==> src/rtl/bcd_acc_pkg.sv <==
// Shared types and constants for the digit-serial BCD accumulator controller.
package bcd_acc_pkg;

    typedef logic [3:0] digit_t;
    typedef logic [1:0] op_t;

    localparam op_t OP_DIGIT = 2'b00;
    localparam op_t OP_ADD   = 2'b01;
    localparam op_t OP_CLEAR = 2'b10;
    localparam op_t OP_READ  = 2'b11;

    localparam digit_t BCD_MAX = 4'd9;

    typedef enum logic [1:0] {
        IDLE = 2'd0,
        ADD  = 2'd1,
        READ = 2'd2
    } state_e;

    function automatic logic is_bcd(input digit_t d);
        return d <= BCD_MAX;
    endfunction

endpackage

==> src/rtl/bcd_digit_bank.sv <==
// NDIG x 4-bit digit register bank: clear, shift-in at the LSD, one indexed write and one indexed read.
// Read is combinational; priority is clear > shift > write.
module bcd_digit_bank
    import bcd_acc_pkg::*;
#(
    parameter int NDIG = 4,
    parameter int IW   = 2
) (
    input  logic          clk_i,
    input  logic          rst_n_i,
    input  logic          clr_i,
    input  logic          shift_i,
    input  digit_t        shift_dat_i,
    input  logic          wr_i,
    input  logic [IW-1:0] wr_idx_i,
    input  digit_t        wr_dat_i,
    input  logic [IW-1:0] rd_idx_i,
    output digit_t        rd_dat_o
);

    logic [NDIG-1:0][3:0] bank_q;

    always_ff @(posedge clk_i or negedge rst_n_i) begin
        if (!rst_n_i) begin
            bank_q <= '0;
        end else if (clr_i) begin
            bank_q <= '0;
        end else if (shift_i) begin
            bank_q <= {bank_q[NDIG-2:0], shift_dat_i};
        end else if (wr_i) begin
            bank_q[wr_idx_i] <= wr_dat_i;
        end
    end

    assign rd_dat_o = bank_q[rd_idx_i];

endmodule

==> src/rtl/bcd_acc_ctrl.sv <==
// Digit-serial BCD accumulator controller sharing one external BCD adder, LSD first.
// ADD takes exactly NDIG cycles; READ streams MSD first and holds on RD_READY low; commands only taken in IDLE.
module bcd_acc_ctrl
    import bcd_acc_pkg::*;
#(
    parameter int NDIG = 4
) (
    input  logic       CLK,
    input  logic       CLR_N,
    input  logic       CMD_VALID,
    output logic       CMD_READY,
    input  logic [1:0] CMD_OP,
    input  logic [3:0] CMD_DIGIT,
    output logic [3:0] ADD_A,
    output logic [3:0] ADD_B,
    output logic       ADD_CI,
    input  logic [3:0] ADD_S,
    input  logic       ADD_CO,
    output logic       RD_VALID,
    input  logic       RD_READY,
    output logic [3:0] RD_DIGIT,
    output logic       BUSY,
    output logic       OVF,
    output logic       ERR
);

    localparam int IW = $clog2(NDIG);
    localparam logic [IW-1:0] IDX_LAST = IW'(NDIG - 1);

    state_e        state_q, state_d;
    logic [IW-1:0] idx_q, idx_d;
    logic          carry_q, carry_d;
    logic          ovf_q, ovf_d;
    logic          err_q, err_d;
    logic          cmd_acc;
    logic          acc_clr, acc_wr, opd_clr, opd_shift;
    digit_t        acc_dig, opd_dig;

    assign cmd_acc = CMD_VALID && (state_q == IDLE);

    always_comb begin
        state_d   = state_q;
        idx_d     = idx_q;
        carry_d   = carry_q;
        ovf_d     = ovf_q;
        err_d     = err_q;
        acc_clr   = 1'b0;
        acc_wr    = 1'b0;
        opd_clr   = 1'b0;
        opd_shift = 1'b0;
        case (state_q)
            IDLE: begin
                if (cmd_acc) begin
                    case (CMD_OP)
                        OP_DIGIT: begin
                            if (is_bcd(CMD_DIGIT)) opd_shift = 1'b1;
                            else                   err_d     = 1'b1;
                        end
                        OP_ADD: begin
                            state_d = ADD;
                            idx_d   = '0;
                            carry_d = 1'b0;
                        end
                        OP_CLEAR: begin
                            acc_clr = 1'b1;
                            opd_clr = 1'b1;
                            ovf_d   = 1'b0;
                            err_d   = 1'b0;
                        end
                        default: begin
                            state_d = READ;
                            idx_d   = IDX_LAST;
                        end
                    endcase
                end
            end
            ADD: begin
                acc_wr  = 1'b1;
                carry_d = ADD_CO;
                if (idx_q == IDX_LAST) begin
                    // Carry out of the MSD is the only overflow source; it is sticky.
                    ovf_d   = ovf_q | ADD_CO;
                    opd_clr = 1'b1;
                    idx_d   = '0;
                    state_d = IDLE;
                end else begin
                    idx_d = idx_q + 1'b1;
                end
            end
            READ: begin
                if (RD_READY) begin
                    if (idx_q == '0) state_d = IDLE;
                    else             idx_d   = idx_q - 1'b1;
                end
            end
            default: state_d = IDLE;
        endcase
    end

    always_ff @(posedge CLK or negedge CLR_N) begin
        if (!CLR_N) begin
            state_q <= IDLE;
            idx_q   <= '0;
            carry_q <= 1'b0;
            ovf_q   <= 1'b0;
            err_q   <= 1'b0;
        end else begin
            state_q <= state_d;
            idx_q   <= idx_d;
            carry_q <= carry_d;
            ovf_q   <= ovf_d;
            err_q   <= err_d;
        end
    end

    bcd_digit_bank #(.NDIG(NDIG), .IW(IW)) u_acc_bank (
        .clk_i       (CLK),
        .rst_n_i     (CLR_N),
        .clr_i       (acc_clr),
        .shift_i     (1'b0),
        .shift_dat_i ('0),
        .wr_i        (acc_wr),
        .wr_idx_i    (idx_q),
        .wr_dat_i    (ADD_S),
        .rd_idx_i    (idx_q),
        .rd_dat_o    (acc_dig)
    );

    bcd_digit_bank #(.NDIG(NDIG), .IW(IW)) u_opd_bank (
        .clk_i       (CLK),
        .rst_n_i     (CLR_N),
        .clr_i       (opd_clr),
        .shift_i     (opd_shift),
        .shift_dat_i (CMD_DIGIT),
        .wr_i        (1'b0),
        .wr_idx_i    ('0),
        .wr_dat_i    ('0),
        .rd_idx_i    (idx_q),
        .rd_dat_o    (opd_dig)
    );

    assign CMD_READY = (state_q == IDLE);
    assign BUSY      = (state_q != IDLE);
    assign ADD_A     = (state_q == ADD) ? acc_dig : '0;
    assign ADD_B     = (state_q == ADD) ? opd_dig : '0;
    assign ADD_CI    = (state_q == ADD) && carry_q;
    assign RD_VALID  = (state_q == READ);
    assign RD_DIGIT  = (state_q == READ) ? acc_dig : '0;
    assign OVF       = ovf_q;
    assign ERR       = err_q;

endmodule

==> config.mk <==
export PLATFORM = sky130hd
export DESIGN_NAME = bcd_acc_ctrl
export DESIGN_NICKNAME = d
export VERILOG_FILES = /design/src/rtl/bcd_acc_pkg.sv /design/src/rtl/bcd_digit_bank.sv /design/src/rtl/bcd_acc_ctrl.sv
export SDC_FILE = /design/constraint.sdc
export NUM_CORES = 1
export LEC_CHECK = 0
export ABC_AREA = 1
export CAP_MARGIN = 20
export CORE_AREA = 3 3 103 105
export CTS_CLUSTER_DIAMETER = 200
export DETAILED_ROUTE_END_ITERATION = 10
export DIE_AREA = 0 0 106 108
export PLACE_DENSITY_LB_ADDON = 0.25
export SLEW_MARGIN = 0
export SYNTH_ARGS = -nofsm -noshare
export SYNTH_HDL_FRONTEND = slang
export SYNTH_SLANG_ARGS = --single-unit
==> constraint.sdc <==
create_clock -name CLK -period 2.15 [get_ports CLK]
set_clock_uncertainty 0.2 [all_clocks]
set_input_delay 0.215 -clock CLK [delete_from_list [all_inputs] [get_ports CLK]]
set_output_delay 0.215 -clock CLK [all_outputs]
set_load 0.01 [all_outputs]
======== Word-level counts from Yosys, hierarchy flattened ========
Index checks and enable logic that the tools add are counted.
storage, ports and cells
  register bits after elaboration ......... 39
cells by class
  add/subtract/negate cells ............... 2
  $lt $le $gt $ge ......................... 3
  equality and inequality tests ........... 14
  multiplexer cells ....................... 45
  bitwise logic cells ..................... 1
  reduce and logical (&&, ||, !) cells .... 18
operators by type and width
  operator                                                                      number
  16-bit two-way mux                                                            4
  4-bit two-way mux                                                             6
  4-bit binary-select mux with 2-bit select                                     2
  16-bit bitwise mux                                                            1
  2-bit two-way mux                                                             8
  1-bit two-way mux                                                             15
  2-bit case mux with 3 select lines                                            2
  2-bit by 1-bit != test with 1-bit output, second input constant               5
  5-bit AND reduction                                                           2
  2-bit nonzero test                                                            5
  4-bit demux with 2-bit select                                                 1
  2-bit != test, second input constant                                          4
  1-bit case mux with 2 select lines                                            4
  2-bit case mux with 2 select lines                                            2
  4-bit AND reduction                                                           2
  2-bit equality test, second input constant                                    3
  2-bit logical NOT                                                             3
  2-bit by 1-bit equality test with 1-bit output, second input constant         2
  4-bit less-or-equal comparator, second input constant                         1
  1-bit logical AND                                                             3
  2-bit by 3-bit less-than comparator with 1-bit output, second input constant  1
  3-bit AND reduction                                                           1
  3-bit nonzero test                                                            1
  2-bit by 1-bit adder with 2-bit output, second input constant                 1
  4 further kinds                                                               4

======== Longest topological paths before layout ========
Gate-level depths: netlist of run 1.
  depth after elaboration ................. 7
  mapped depth ............................ 10
  depth with buffers taken out ............ 9

======== Cells and area by module ========
From an unflattened synthesis of run 1, not the netlist that was laid out.
unflattened totals
  cell total of the unflattened synthesis .. 455
  area, all modules ....................... 2,895.3 um^2
modules (own cells, without submodules)
  module                        times used  cells each  area an instance (um^2)  seq. area each (um^2)
  bcd_digit_bank at u_opd_bank  1           169         1,103.6                  400.4
  bcd_digit_bank at u_acc_bank  1           169         1,073.5                  400.4
  bcd_acc_ctrl                  1           117         718.2                    175.2

======== Worst setup path after synthesis of run 1 ========
No wires, ideal clock.
  path type ............................... reg2reg
  from .................................... reg idx_q[1]
  to ...................................... reg state_q[0]
  setup time .............................. 0.123 ns
  data arrival time ....................... 1.404 ns
  required time ........................... 1.827 ns
  slack ................................... 0.423 ns
  stages on the path, launching flop included .. 8
  period minus slack after synthesis ...... 1.727 ns
  path through ............................ dfrtp_1 -> buf_2 -> clkinv_1 -> ha_1 -> o21ai_0 -> inv_1 -> nand3_1 -> nand2_1
on the way
  longest elaborated chain between the ends .. 3
ends and longest elaborated chain
  item                                                                                 RTL line                                source
  from (decl)                                                                          bcd_acc_ctrl.sv:31                      logic [IW-1:0] idx_q, idx_d;
  from (signal assigned)                                                               bcd_acc_ctrl.sv:109                     idx_q <= idx_d;
  2-bit equality test or 2-bit logical NOT (tied branches)                             bcd_acc_ctrl.sv:80, bcd_acc_ctrl.sv:92
  2-bit != test (no line) or 2-bit by 1-bit != test with 1-bit output (tied branches)  -
  5-bit AND reduction (no line) *                                                      -
  to (signal assigned)                                                                 bcd_acc_ctrl.sv:108                     state_q <= state_d;
  to (decl)                                                                            bcd_acc_ctrl.sv:30                      state_e state_q, state_d;
Every way passes the cells marked *; elsewhere a longest branch is shown, timed or not.
A chain may end at the register's enable or synchronous reset.

======== Worst setup path after layout of run 1 ========
  from .................................... reg state_q[0]
  to ...................................... out RD_VALID
on the way
  longest elaborated chain between the ends .. 1
ends and longest elaborated chain
  item                 RTL line             source
  2-bit equality test  bcd_acc_ctrl.sv:147  assign RD_VALID = (state_q == READ);
  to (decl)            bcd_acc_ctrl.sv:19   output logic RD_VALID,
Every way passes these cells.

==> flow_metrics.py, run 1 <==
metrics = {
    "placed_design": {
        "io_buffers": 32,
        "hpwl_mm": 4.72,
        "dp_slack_ns": 0.108,
        "place_congestion": 0.821,
    },
    "global_routing": {
        "overflow": 0,
        "grt_pass1_wl_mm": 10.8,
        "grt_pass1_vias": 2230,
        "antenna_found_initial": 0,
        "grt_max_degree": 23,
        "grt.busiest_layer": "met2",
        "grtUsageMet3_pct": 2.15,
        "use_met1_pct": 14.8,
        "met2_usage_pct": 20.6,
        "grt_usage_pct": 11.7,
    },
    "logic_synthesis": {
        "synth_top_area_cell": "dfrtp_1",
        "ys_types": 23,
        "syn_nets": 355,
        "syn_inst": 332,
        "synth_area_um2": 2440,
        "yosysTopAreaCellShare_pct": 39.9,
        "seq_area_frac_synth_pct": 39.9,
        "ys_ff_latch": 39,
        "yosysWarnings": 0,
        "synth_area_leaders": "dfrtp_1, inv_1, o21ai_0",
        "syn_avg_cell_area_um2": 7.36,
    },
    "worst_setup_path": {
        "startpoint": "state_q[0]$_DFFE_PN0P_",
        "cp.arrival_ns": 1.66,
        "critPathMaxStageDelay_ns": 0.53,
        "worst-r2r-setup-slack_ns": 0.26,
        "critPathCaptureType": "primary output",
        "crit-reg2reg-launch": "state_q[0]$_DFFE_PN0P_",
        "crit_required_ns": 1.74,
        "crit_path_start_kind": "flip-flop",
        "path_cells": "inv_1 > ha_1 > buf_4 > clkdlybuf4s50_1",
        "rr_worst_depth": 9,
        "timing.rr.end": "u_opd_bank.bank_q[13]$_DFFE_PN0P_",
        "slowest_stage": "clkdlybuf4s50_1",
        "endpoint": "RD_VALID",
        "path_class": "flip-flop to primary output",
        "cp_max_fo": 4,
    },
    "route": {
        "drt_iter0_markers": 105,
        "ant_nets": 0,
        "routed_wl_mm": 6.33,
        "wl_per_cell_um": 12.3,
        "drc": 0,
        "routed-via-count": 2172,
        "firstDrtPassIters": 4,
        "viasPerCell": 4.23,
    },
    "floorplan": {
        "dieWidth_um": 106,
        "die_y_um": 108,
        "rows": 36,
        "core_area_um2": 9730,
        "pin_count": 33,
        "initial_core_util_pct": 25.1,
        "die_area_um2": 11400,
    },
    "sta": {
        "drv_slew": 0,
        "fin_tns_setup_ns": 0,
        "setup_viol": 0,
        "hold_viol_final": 0,
        "post-route-period-util_pct": 96.5,
        "rsz0062_at_grt": "yes",
        "layout_min_cycle_time_ns": 2.07,
        "worst_slew_pin_slew_ns": 0.488,
        "fmax_mhz": 482,
        "setup_slack_ns": 0.0754,
        "relSlewSlack_pct": 67.5,
    },
    "clock_network": {
        "cts.sinks": 39,
        "h-tree-depth": 2,
        "cts_inserted_buffers": 5,
        "clk_pin_slew_ns": 0.08,
        "clockRootBuffer": "clkbuf_8",
        "clkLatencyLatePin_ns": 0.28,
        "clockBufferDepth": 2,
        "cts_tree": "yes",
    },
    "run_status": {
        "status": "finished clean",
    },
    "flow_run": {
        "cap_viol_max_count": 0,
    },
    "finish": {
        "final_common_cell": "inv_1",
        "multi_input_area_um2": 1160,
        "n_fill_cell": 1095,
        "nNetsFinal": 402,
        "mostFrequentLayoutCells": "inv_1, nand2_1, dfrtp_1, nor2_1, o21ai_0",
        "regArea_um2": 976,
        "synthToLayoutAreaGrowth_pct": 27.7,
        "drive_above_1_share_pct": 15.8,
        "num_antenna_cells": 0,
    },
    "power_and_ir_drop": {
        "finalPower_w": 0.00384,
        "power.density_nw_per_um2": 1230,
        "peakVddDrop_mv": 0.343,
        "p_leak_nw": 1.67,
    },
    "hold_path": {
        "hold_class": "primary input to asynchronous set/reset pin",
    },
}
==> per-layer routing <==
layer	vias up	part of all wire (%)	routed length, um
li1	1130	-	-
met1	1000	47	2990
met2	37	49	3120
met3	5	2.7	172
met4	0	0.87	55
met5	-	0	0
==> power breakdown <==
part	internal, W	total, W	switching [W]
Sequential	0.00102	0.00119	0.000164
Clock	0.000464	0.000729	0.000265
Combinational	0.000787	0.00193	0.00114
Total	0.00227	0.00384	0.00157
==> flip-flops by register name (all words and copies together) (netlist names) <==
register / cells
u_acc_bank.bank_q: 16
u_opd_bank.bank_q: 16
idx_q: 2
state_q: 2
ERR: 1
OVF: 1
carry_q: 1
==> through the flow <==
step / area [um2] / utilization, % / hold slack (ns) / cells
after detailed placement: 2960 / 30.5 / 0.00479 / 502
after global placement: 2960 / 30.5 / 0.0121 / 502
after CTS: 3100 / 31.9 / 0.219 / 511
after global routing: 3120 / 32.1 / 0.252 / 513
after floorplan: 2440 / - / -0.281 / 332
final: 3120 / 32.1 / 0.215 / 513
==> worst min path at each step <==
stage,to,cells past startpoint
4_1_cts,u_acc_bank.bank_q[12]$_DFFE_PN0P_,2
3_3_place_gp,u_opd_bank.bank_q[1]$_DFFE_PN0P_,1
3_5_place_dp,u_opd_bank.bank_q[1]$_DFFE_PN0P_,1
5_1_grt,u_acc_bank.bank_q[9]$_DFFE_PN0P_,2
2_1_floorplan,ERR$_DFFE_PN0P_,0
6_report,u_opd_bank.bank_q[0]$_DFFE_PN0P_,2
==> cell usage after synthesis <==
| cell type | n |
|---|---|
| inv_1 | 55 |
| nand2_1 | 49 |
| nor2_1 | 40 |
| dfrtp_1 | 39 |
| o21ai_0 | 38 |
| a21oi_1 | 32 |
| nand3_1 | 24 |
| nand2_2 | 19 |
| ha_1 | 8 |
| buf_2 | 4 |
| buf_6 | 4 |
| inv_2 | 3 |
| nand2_4 | 3 |
| o21ai_1 | 3 |
| clkinv_1 | 2 |
| nor2_8 | 2 |
| buf_12 | 1 |
| clkbuf_1 | 1 |
| clkinv_2 | 1 |
| nand3_4 | 1 |
| nand3b_1 | 1 |
| nand4_1 | 1 |
| nor2_2 | 1 |
==> what timing repair did <==
action | CTS | global route
setup buffers | 0 | 2
hold buffers | 1 | 0
gates resized for setup | 23 | 3
setup endpoints to repair | 15 | 6
hold endpoints to repair | 17 | 0
==> worst max-delay path: cells and delay by family, from the launching register on <==
kind / cells / cell delay [ns]
DFF: 1 / 0.41
buffers and inverters: 3 / 0.76
adders and majority gates: 1 / 0.20
==> cells by family after synthesis <==
logic type	synth area share [%]
flops	39.9
fa+ha+maj	4.09
simple gates	28.0
buf+inv	13.0
compound gates	14.9
==> cell type report <==
type | count | share of cell area [%]
clock buffers | 6 | 2.32
multi-input cells | 222 | 37.1
well taps | 133 | 5.33
inverters | 61 | 7.49
clock inverters | 2 | 1.92
flip-flops and latches | 39 | 31.2
repair buffers | 50 | 14.6
No activity file was read; power rests on OpenSTA's default activity.
==> run 2, diff against run 1 <==
CORE_AREA = 3 3 71 73   (was 3 3 103 105)
DIE_AREA = 0 0 74 76   (was 0 0 106 108)
SKIP_CTS_REPAIR_TIMING = 1   (was default)
==> run 2 against run 1 <==
  * Clock-buffer cell count unchanged
  * Core utilization up 37 points
  * Fmax is 0.24% higher
  * Setup slack improved by 0.0050 ns
  * Sequential power about the same
  * Global-route usage is 10 points higher
  * Wire length decreased by 8.2%
  * Final area fell by 2.0%
  * Combinational power rose by 4%
  * Highest routed layer unchanged
==> flow_metrics.py, run 2 (synthesized netlist as in run 1, its figures left out) <==
metrics = {
    "run_status": {
        "status": "finished clean",
    },
    "sta": {
        "setup_viol": 0,
        "fmax_mhz": 483,
        "drv_slew": 0,
        "worst_slew_pin_slew_ns": 0.497,
        "relSlewSlack_pct": 66.9,
        "post-route-period-util_pct": 96.3,
        "fin_tns_setup_ns": 0,
        "rsz0062_at_grt": "yes",
        "layout_min_cycle_time_ns": 2.07,
        "hold_viol_final": 0,
    },
    "clock_network": {
        "h-tree-depth": 2,
        "cts_inserted_buffers": 5,
        "cts.sinks": 39,
        "clkLatencyLatePin_ns": 0.29,
        "clockBufferDepth": 2,
        "clockRootBuffer": "clkbuf_8",
        "clk_pin_slew_ns": 0.08,
        "cts_tree": "yes",
    },
    "worst_setup_path": {
        "crit-reg2reg-launch": "idx_q[0]$_DFFE_PN0P_",
        "timing.rr.end": "u_acc_bank.bank_q[0]$_DFFE_PN0P_",
        "cp_max_fo": 4,
        "worst-path-buf-inv": 3,
        "critPathCaptureType": "primary output",
        "cp_top_family": "buffers and inverters",
        "startpoint": "state_q[0]$_DFFE_PN0P_",
        "path_class": "flip-flop to primary output",
        "worst-r2r-setup-slack_ns": 0.10,
        "path_cells": "inv_2 > ha_1 > buf_4 > clkdlybuf4s50_1",
        "cp.arrival_ns": 1.65,
        "crit_path_start_kind": "flip-flop",
        "rr_worst_depth": 9,
        "critPathMaxStageDelay_ns": 0.53,
        "slowest_stage": "clkdlybuf4s50_1",
        "crit_required_ns": 1.74,
    },
    "placed_design": {
        "hpwl_mm": 4.04,
        "place_congestion": 0.847,
        "dpl_cell_area_um2": 2820,
        "io_buffers": 32,
        "dp_cells": 416,
    },
    "route": {
        "drt_iter0_markers": 187,
        "routed-via-count": 2278,
        "ant_nets": 0,
        "routed_wl_mm": 5.81,
        "drc": 0,
        "wl_per_cell_um": 13.6,
        "viasPerCell": 5.32,
        "firstDrtPassIters": 5,
    },
    "power_and_ir_drop": {
        "power.density_nw_per_um2": 1250,
        "clkPwrFrac_pct": 16.5,
        "peakVddDrop_mv": 0.594,
        "p_leak_nw": 1.83,
        "p_sw_share_pct": 41.4,
        "combinationalPowerShare_pct": 52.1,
        "internal-power_w": 0.00225,
        "p_switching_w": 0.00159,
        "power.share.sequential_pct": 31.4,
    },
    "floorplan": {
        "initial_core_util_pct": 55.4,
        "core_area_um2": 4410,
        "pin_count": 33,
        "die_y_um": 76,
        "rows": 24,
        "dieWidth_um": 74,
        "die_area_um2": 5620,
    },
    "global_routing": {
        "antenna_found_initial": 0,
        "grt_max_degree": 22,
        "grt_pass1_wl_mm": 9.91,
        "grt_usage_pct": 22.0,
        "overflow": 0,
        "grt_pass1_vias": 2146,
    },
    "finish": {
        "nNetsFinal": 398,
        "multi_input_area_um2": 1180,
        "regArea_um2": 978,
        "design_area_um2": 3060,
        "drive_above_1_share_pct": 16.2,
        "reg.largest.list": "u_acc_bank.bank_q (16), u_opd_bank.bank_q (16)",
        "synthToLayoutAreaGrowth_pct": 25.1,
        "n_fill_cell": 381,
        "mostFrequentLayoutCells": "inv_1, nand2_1, nor2_1",
        "num_antenna_cells": 0,
        "fin_util_pct": 69.3,
        "final_common_cell": "inv_1",
        "fin_cells": 428,
    },
    "hold_path": {
        "hold_class": "primary input to asynchronous set/reset pin",
    },
    "flow_run": {
        "cap_viol_max_count": 0,
    },
}
==> run 2: cell types whose count changed in the layout (fill, tap and decap cells not counted), sizes merged <==
cell and delta:
bufinv -1, inv +1, clkinvlp +2, dlygate4sd2 -13, clkinv -1, dlymetal6s2s +14, clkdlybuf4s15 -1, buf -5
==> run 2: area by class of cell <==
class                           count  share of cell area, %
Clock buffer                        6                   2.70
Clock inverter                      2                   1.15
Inverter                           61                   7.73
Multi-Input combinational cell    222                   38.5
Sequential cell                    39                   32.0
Tap cell                           52                   2.13
Timing Repair Buffer               45                   15.7
Timing Repair inverter              1                  0.164
==> run 2: worst register-to-register path: stages (launching register included) <==
cell and delay [ns]:
dfrtp_2 0.44, buf_4 0.14, clkinvlp_2 0.13, buf_4 0.17
buf_4 0.14, ha_1 0.24, nand2_1 0.24, a21oi_1 0.10
o21ai_0 0.09, inv_1 0.06
==> run 2: worst max-delay path by stage <==
stage                                             end  slack [ns]  cells past startpoint
floorplan                      state_q[0]$_DFFE_PN0P_        0.42                      7
global placement    u_opd_bank.bank_q[12]$_DFFE_PN0P_        0.21                      8
detailed placement   u_opd_bank.bank_q[3]$_DFFE_PN0P_        0.17                      8
CTS                                          ADD_B[2]       -0.16                      5
global route                     idx_q[1]$_DFFE_PN0P_       -0.04                     10
finish                                       RD_VALID        0.08                      4
==> run 2: per-stage QoR <==
step | setup slack [ns] | hold slack (ns) | total power (W)
6_report | 0.0804 | 0.220 | 0.00383
5_1_grt | -0.0367 | 0.253 | 0.00418
4_1_cts | -0.157 | -0.315 | 0.00372
3_5_place_dp | 0.174 | 0.00213 | 0.00307
3_3_place_gp | 0.207 | 0.00235 | 0.00300
2_1_floorplan | 0.423 | -0.281 | 0.00247
==> run 2: routing by layer <==
metal  vias to the layer above  GRT usage (%)  part of all wire (%)
met2                        76           34.2                    49
met5                         -              0                     0
li1                       1127              -                     -
met4                         0           4.35                  0.91
met1                      1068           32.6                    45
met3                         7           3.17                   5.8
==> run 2: power by group through the flow <==
stage          logic, W  registers (W)  clock network (W)
6_report        0.00200        0.00120           0.000635
5_1_grt         0.00226        0.00124           0.000679
4_1_cts         0.00189        0.00118           0.000650
3_5_place_dp    0.00188        0.00119                  0
3_3_place_gp    0.00182        0.00118                  0
2_1_floorplan   0.00131        0.00116                  0
